<file path="config.mk">
export PLATFORM = sky130hd
export DESIGN_NAME = midi_cmd_encoder
export DESIGN_NICKNAME = d
export VERILOG_FILES = /design/src/rtl/midi_cmd_encoder.sv
export SDC_FILE = /design/constraint.sdc
export NUM_CORES = 1
export LEC_CHECK = 0
export ABC_CLOCK_PERIOD_IN_PS = 3400
export BUFFER_PORTS_ARGS = -buffer_cell sky130_fd_sc_hd__buf_4
export CAP_MARGIN = 20
export CORE_UTILIZATION = 25
export DETAILED_ROUTE_END_ITERATION = 7
export GPL_ROUTABILITY_DRIVEN = 0
export PLACE_DENSITY = 0.48
export SYNTH_ARGS = -nofsm -noshare
export SYNTH_HDL_FRONTEND = slang
export SYNTH_SLANG_ARGS = --single-unit
</file>
<file path="constraint.sdc">
create_clock -name clk -period 3.4 [get_ports clk]
set_input_delay 0.68 -clock clk [delete_from_list [all_inputs] [get_ports clk]]
set_output_delay 0.68 -clock clk [all_outputs]
set_load 0.03 [all_outputs]
</file>
<file path="src/rtl/midi_cmd_encoder.sv">
// MIDI byte stream to 16-bit bank-manager command words.
// Parses running status, skips real-time and SysEx bytes, and queues Note On/Off and STOP_ALL words in a FIFO.
module midi_cmd_encoder #(
  parameter int CHANNEL    = 0,
  parameter int OMNI       = 1,
  parameter int FIFO_DEPTH = 4
) (
  input  logic        clk,
  input  logic        reset,
  input  logic [7:0]  i_byte,
  input  logic        i_byte_valid,
  input  logic        i_ready,
  output logic [15:0] o_data,
  output logic        o_valid,
  output logic        o_overflow
);

  // state | meaning
  // IDLE  | no running status; data bytes ignored
  // D1    | running status held, expecting first data byte
  // D2    | first data byte captured, expecting second
  // SYSEX | inside a system exclusive dump; data bytes ignored
  typedef enum logic [1:0] {IDLE, D1, D2, SYSEX} state_t;

  localparam int AW = $clog2(FIFO_DEPTH);
  localparam int CW = AW + 1;
  localparam logic [3:0] CH = 4'(CHANNEL);
  localparam logic OMNI_EN = (OMNI != 0);

  state_t      state, state_next;
  logic [7:0]  status, status_next;
  logic [6:0]  d1, d1_next;
  logic        cand_valid;
  logic [15:0] cand_word;
  logic        push_q;
  logic [15:0] push_word_q;

  logic [3:0]  msg_type;
  logic [6:0]  vel;
  logic        chan_ok;
  logic        note_ok;

  assign msg_type = status[7:4];
  assign vel      = i_byte[6:0];
  assign chan_ok  = OMNI_EN || (status[3:0] == CH);
  // note 0 is the consumer's free-slot marker; 127 as an off collides with STOP_ALL
  assign note_ok  = (d1 != 7'd0) && (d1 != 7'h7F);

  always_ff @(posedge clk) begin
    if (reset) begin
      state       <= IDLE;
      status      <= '0;
      d1          <= '0;
      push_q      <= 1'b0;
      push_word_q <= '0;
    end else begin
      state       <= state_next;
      status      <= status_next;
      d1          <= d1_next;
      push_q      <= cand_valid;
      push_word_q <= cand_word;
    end
  end

  always_comb begin
    state_next  = state;
    status_next = status;
    d1_next     = d1;
    cand_valid  = 1'b0;
    cand_word   = '0;
    if (i_byte_valid && (i_byte[7:3] != 5'b11111)) begin
      if (i_byte == 8'hF0) begin
        state_next  = SYSEX;
        status_next = '0;
      end else if (i_byte[7:4] == 4'hF) begin
        state_next  = IDLE;
        status_next = '0;
      end else if (i_byte[7]) begin
        status_next = i_byte;
        state_next  = D1;
      end else begin
        case (state)
          D1: begin
            if (msg_type == 4'hC || msg_type == 4'hD) begin
              state_next = D1;
            end else begin
              d1_next    = i_byte[6:0];
              state_next = D2;
            end
          end
          D2: begin
            state_next = D1;
            if (chan_ok) begin
              case (msg_type)
                4'h9: begin
                  cand_valid = note_ok;
                  cand_word  = (vel != 7'd0) ? {1'b1, d1, 1'b0, vel} : {1'b0, d1, 8'h00};
                end
                4'h8: begin
                  cand_valid = note_ok;
                  cand_word  = {1'b0, d1, 1'b0, vel};
                end
                4'hB: begin
                  cand_valid = (d1 == 7'd120) || (d1 == 7'd123);
                  cand_word  = 16'h7F00;
                end
                default: cand_valid = 1'b0;
              endcase
            end
          end
          default: state_next = state;
        endcase
      end
    end
  end

  logic [15:0]   mem [FIFO_DEPTH];
  logic [AW-1:0] wr_ptr, rd_ptr;
  logic [CW-1:0] count;
  logic          fifo_full;
  logic          do_pop;
  logic          do_push;

  assign fifo_full = (count == CW'(FIFO_DEPTH));
  assign do_pop    = (count != '0) && i_ready;
  // a pop in the same cycle frees the slot, so a push into a full FIFO still lands
  assign do_push   = push_q && (!fifo_full || do_pop);

  always_ff @(posedge clk) begin
    if (do_push) mem[wr_ptr] <= push_word_q;
  end

  always_ff @(posedge clk) begin
    if (reset) begin
      wr_ptr     <= '0;
      rd_ptr     <= '0;
      count      <= '0;
      o_data     <= '0;
      o_valid    <= 1'b0;
      o_overflow <= 1'b0;
    end else begin
      if (do_push) wr_ptr <= wr_ptr + AW'(1);
      if (do_pop)  rd_ptr <= rd_ptr + AW'(1);
      count      <= count + CW'(do_push) - CW'(do_pop);
      o_valid    <= do_pop;
      o_data     <= do_pop ? mem[rd_ptr] : 16'h0000;
      o_overflow <= push_q && !do_push;
    end
  end

endmodule
</file>
* Word-level counts from Yosys, hierarchy flattened *
Memories as Yosys holds them, arrays and structs flattened. A register that Yosys moved wholly into a read port is not among the register bits.
Cells that the tools add are included.

cells by class
  $add $sub $neg = 4
  equal/unequal tests = 14
  muxes and demuxes = 13
  bitwise operators = 7
  reductions and logical operators = 21

operator list
  kind                                                            number
  16-bit case mux with 3 select lines                             1
  4-bit == test (second input constant)                           6
  8-bit 2-to-1 mux                                                3
  16-bit 2-to-1 mux                                               1
  7-bit == test (second input constant)                           2
  7-bit nonzero test                                              2
  8-bit == test (second input constant)                           1
  2-bit 2-to-1 mux                                                4
  7-bit inequality test (second input constant)                   1
  1-bit inverter                                                  7
  6-bit AND reduction                                             1
  3-bit nonzero test                                              2
  6-bit OR reduction                                              1
  1-bit logical AND                                               5
  5-bit inequality test (second input constant)                   1
  5-bit nonzero test                                              1
  2-bit by 1-bit adder with 2-bit output (second input constant)  2
  2-bit case mux with 2 select lines                              1
  2-bit AND reduction                                             2
  2-bit OR reduction                                              2
  3-bit by 1-bit adder with 3-bit output                          1
  3-bit == test (second input constant)                           1
  1-bit logical OR                                                3
  3-bit by 1-bit subtractor with 3-bit output                     1
  5 further kinds                                                 7

storage, ports and cells
  flip-flop bits (word level) = 43
  RAM bits = 64
  input bits = 12
  output and inout port bits = 18
  logic and storage cells = 70
  memories = 1

memories
  memory  words  width  read ports  clocked after Yosys merged registers in  write ports  RTL line  source
  mem     4      16     1           1                                        1            117       logic [15:0] mem [FIFO_DEPTH];

* Logic depth before layout (Yosys ltp) *
  word-level depth = 7
  mapped depth = 10

* Least setup slack after synthesis *
No wires, ideal clock.

  path type = input -> register
  start = input i_ready
  end = register count[2]
  setup time = 0.128 ns
  data arrival time = 2.477 ns
  data required time = 3.272 ns
  slack = 0.796 ns
  stages = 10
  path buffers = 0
  cell sequence = or4b_4 -> and2_1 -> inv_1 -> ha_1 -> inv_1 -> ha_1 -> fa_1 -> xnor2_1 -> xnor2_1 -> nor2_1

on the way
  cells in the longest elaborated chain, start to end = 5

RTL lines
  item                                             RTL line  source
  from (decl)                                      12        input logic i_ready,
  1-bit logical AND (*)                            125       assign do_pop = (count != '0) && i_ready;
  1-bit logical OR                                 127       assign do_push = push_q && (!fifo_full || do_pop);
  1-bit logical AND                                127
  3-bit by 1-bit adder with 3-bit output           144       count <= count + CW'(do_push) - CW'(do_pop);
  3-bit by 1-bit subtractor with 3-bit output (*)  144
  to (signal assigned)                             144
  to (decl)                                        119       logic [CW-1:0] count;

Every way passes the cells marked *; elsewhere a longest branch is shown, timed or not.
A chain may end at the register's enable or synchronous reset.

* Final worst setup path *
  start = register count[1]
  end = register count[2]

on the way
  cells in the longest elaborated chain, start to end = 6
  elaborated cells between the ends (all ways) = 8
  classes of those cells = add/sub: 2; eq/ne: 1; reduce/logical: 5

RTL lines
  item                                                  RTL line
  3-bit == test or 3-bit nonzero test (tied branches)   124, 125
  1-bit zero test or 1-bit logical AND (tied branches)  127, 125
  1-bit logical OR                                      127
  1-bit logical AND                                     127
  3-bit by 1-bit adder with 3-bit output                144
  3-bit by 1-bit subtractor with 3-bit output (*)       144

Marks and branches as above.

==> impl_metrics.tcl <==
set metrics [dict create \
    fin_crit_ns 2.41 \
    grt_use_total_pct 9.92 \
    cp_slowest_stage_delay_ns 0.58 \
    antenna_left 0 \
    setup_violations 0 \
    wire_per_inst_um 14.5 \
    clk_pin_slew_ns 0.05 \
    antennaDiodeCount 0 \
    grt_pass1_vias 2309 \
    clockBufferDepth 2 \
    antenna_found_initial 0 \
    drive_above_1_share_pct 27.0 \
    hold_path.class "reg2reg" \
    post_cts_resized 0 \
    hold_viol 0 \
    die_w_um 131 \
    start_util_pct 26.0 \
    clk_latency_ns 0.41 \
    drc 0 \
    core_area_um2 16100 \
    period_share_pct 70.9 \
    fmax_mhz 415 \
    wl_um 7830 \
    worst_pin_slew_ns 0.895 \
    cp_top_family "simple AND/OR/NAND/NOR gates" \
    yosys_most_used_dff "edfxtp_1" \
    synth_top_cells_by_count "edfxtp_1 (60), dfxtp_1 (53), and3_1 (20), nand2_1 (17), mux4_2 (15)" \
    ys_ff_latch 113 \
    tns_ns 0 \
    worst_slack_ns 0.988 \
    dp_hpwl_um 4790 \
    dpl_worst_slack_ns 0.569 \
    synth_top_area_share_pct 43.2 \
    crit_type "reg2reg" \
    cp.arrival_ns 2.69 \
    synth_nets 296 \
    tritoncts "built" \
    cts_made_buffers 17 \
    endpoint "count[2]" \
    worst_ep_required_time_ns 3.68 \
    yosysTopAreaCell "edfxtp_1" \
    synth.most_common_cell "edfxtp_1" \
    r2r_cells 10 \
    yosys-top-cells-area "edfxtp_1 (43%), dfxtp_1 (25%), mux4_2 (8.1%)" \
    drt_iter0_markers 181 \
    synth_warnings 0 \
    rr_endpoint "count[2]" \
    r2r_slack_ns 0.99 \
    slew_headroom_pct 40.3 \
    maxSlewViolCount 0 \
    grt_pass1_wl_um 12600 \
    holdWs_ns 0.470 \
    cts.sinks 113 \
    ys_types 40 \
    io-pin-count 30 \
    multiInputGateArea_um2 1200 \
    path_buf_inv 2 \
    finish.net_count 332 \
    dieArea_um2 17200 \
    r2r-start "count[1]" \
    path_cells "or4b_4, and2_1, inv_1, ha_1, inv_1, ha_1, fa_1, xnor2_1, xnor2_1, nor2_1" \
    power_density_nw_per_um2 712 \
    p_leak_nw 2.10 \
    cap_violations 0 \
    viasPerCell 4.16 \
    cp_max_fo 6 \
    synth_edf_count 60 \
    path_depth 10 \
    skew_ns 0.0120 \
    rsz0062_at_grt "no" \
    async_flop_share_pct 0 \
    cp-startpoint "count[1]" \
    post-cts-setup-buffer-count 0 \
    grt_max_degree 24 \
    syn_inst 277 \
    port-buffer-count 28 \
    ys_seq_area_share_pct 68.6 \
    vias 2256 \
    cts_root_buf "clkbuf_16" \
    critPathSlowestCell "or4b_4" \
    fill_cells 1563 \
    register_area_um2 2860 \
    num_rows 46 \
    critPathLaunchType "flip-flop" \
    die_h_um 131 \
    fin_util_pct 32.6 \
    overflow 0 \
    syn_avg_cell_area_um2 15.1 \
    syn_to_final_growth_pct 25.3 \
    ir_drop_mv 0.568 \
    hold_buffers 0 \
    synth_area_um2 4170 \
    drt_first_pass_iters 4 \
    cp-end-kind "flip-flop" \
    status "completed" \
    htree_levels 4 \
]
==> cells by family (layout without fill, tap and decap cells) <==
logic type / Yosys count / count (layout) / share of synthesized area (%)
muxes: 22 / 22 / 9.78
DFF: 113 / 113 / 68.6
buffers and inverters: 23 / 72 / 2.61
other: 1 / 1 / 0.0899
adders and majority gates: 7 / 7 / 2.28
and+or+nand+nor: 84 / 84 / 12.2
AOI/OAI and AO/OA: 20 / 20 / 2.91
xor gates and xnor gates: 7 / 7 / 1.47
==> cell type report <==
class | count | share of cell area [%]
timing repair buffer | 30 | 4.31
tap | 216 | 5.17
clock buffer | 23 | 9.14
clock inverter | 9 | 2.94
inverter | 10 | 0.718
multi-input combinational | 141 | 23.0
sequential | 113 | 54.8
==> stage by stage <==
stage | power (mW) | cells | area, um2
2_1_floorplan | 1.79 | 277 | 4170
3_3_place_gp | 1.88 | 510 | 4600
3_5_place_dp | 1.89 | 510 | 4600
4_1_cts | 3.77 | 542 | 5230
5_1_grt | 3.86 | 542 | 5230
6_report | 3.72 | 542 | 5230
==> per-layer routing <==
metal / vias up / part of all wire (%) / GRT usage [%]
li1: 1094 / - / -
met1: 1094 / 47 / 12.3
met2: 58 / 47 / 15.0
met3: 10 / 4.7 / 3.59
met4: 0 / 1.4 / 5.29
met5: - / 0 / 0
==> power by group <==
group          internal (mW)  switching (mW)
clock                   1.28           0.591
combinational          0.166           0.177
sequential              1.46          0.0441
total                   2.91           0.812
==> worst min-delay path by stage <==
stage                                from          to  slack (ns)  cells after the start
after floorplan            push_word_q[0]   mem[0][0]        0.44                      0
after global placement     push_word_q[6]   mem[2][6]        0.45                      0
after detailed placement   push_word_q[5]   mem[3][5]        0.46                      0
after CTS                 push_word_q[15]  mem[2][15]        0.47                      0
after global routing      push_word_q[13]  mem[0][13]        0.49                      0
final                      push_word_q[5]   mem[0][5]        0.47                      0
==> flip-flops by register name (all words and copies together), names as in the netlist <==
signal,count
d1,7
o_overflow,1
count,3
push_word_q,15
status,4
o_valid,1
state,2
mem,60
wr_ptr,2
o_data,15
rd_ptr,2
push_q,1
==> layout by cell type (no fill, tap or decap), types with 7 or more instances in the layout <==
master and instances:
a21oi_1 14, inv_1 10, dfxtp_1 53, buf_4 30, nor2_1 12, and2_2 7, clkbuf_16 17, nand2_1 17
edfxtp_1 60, mux4_2 15, and3_1 20, mux2i_1 7
No activity file was read; power rests on OpenSTA's default activity.
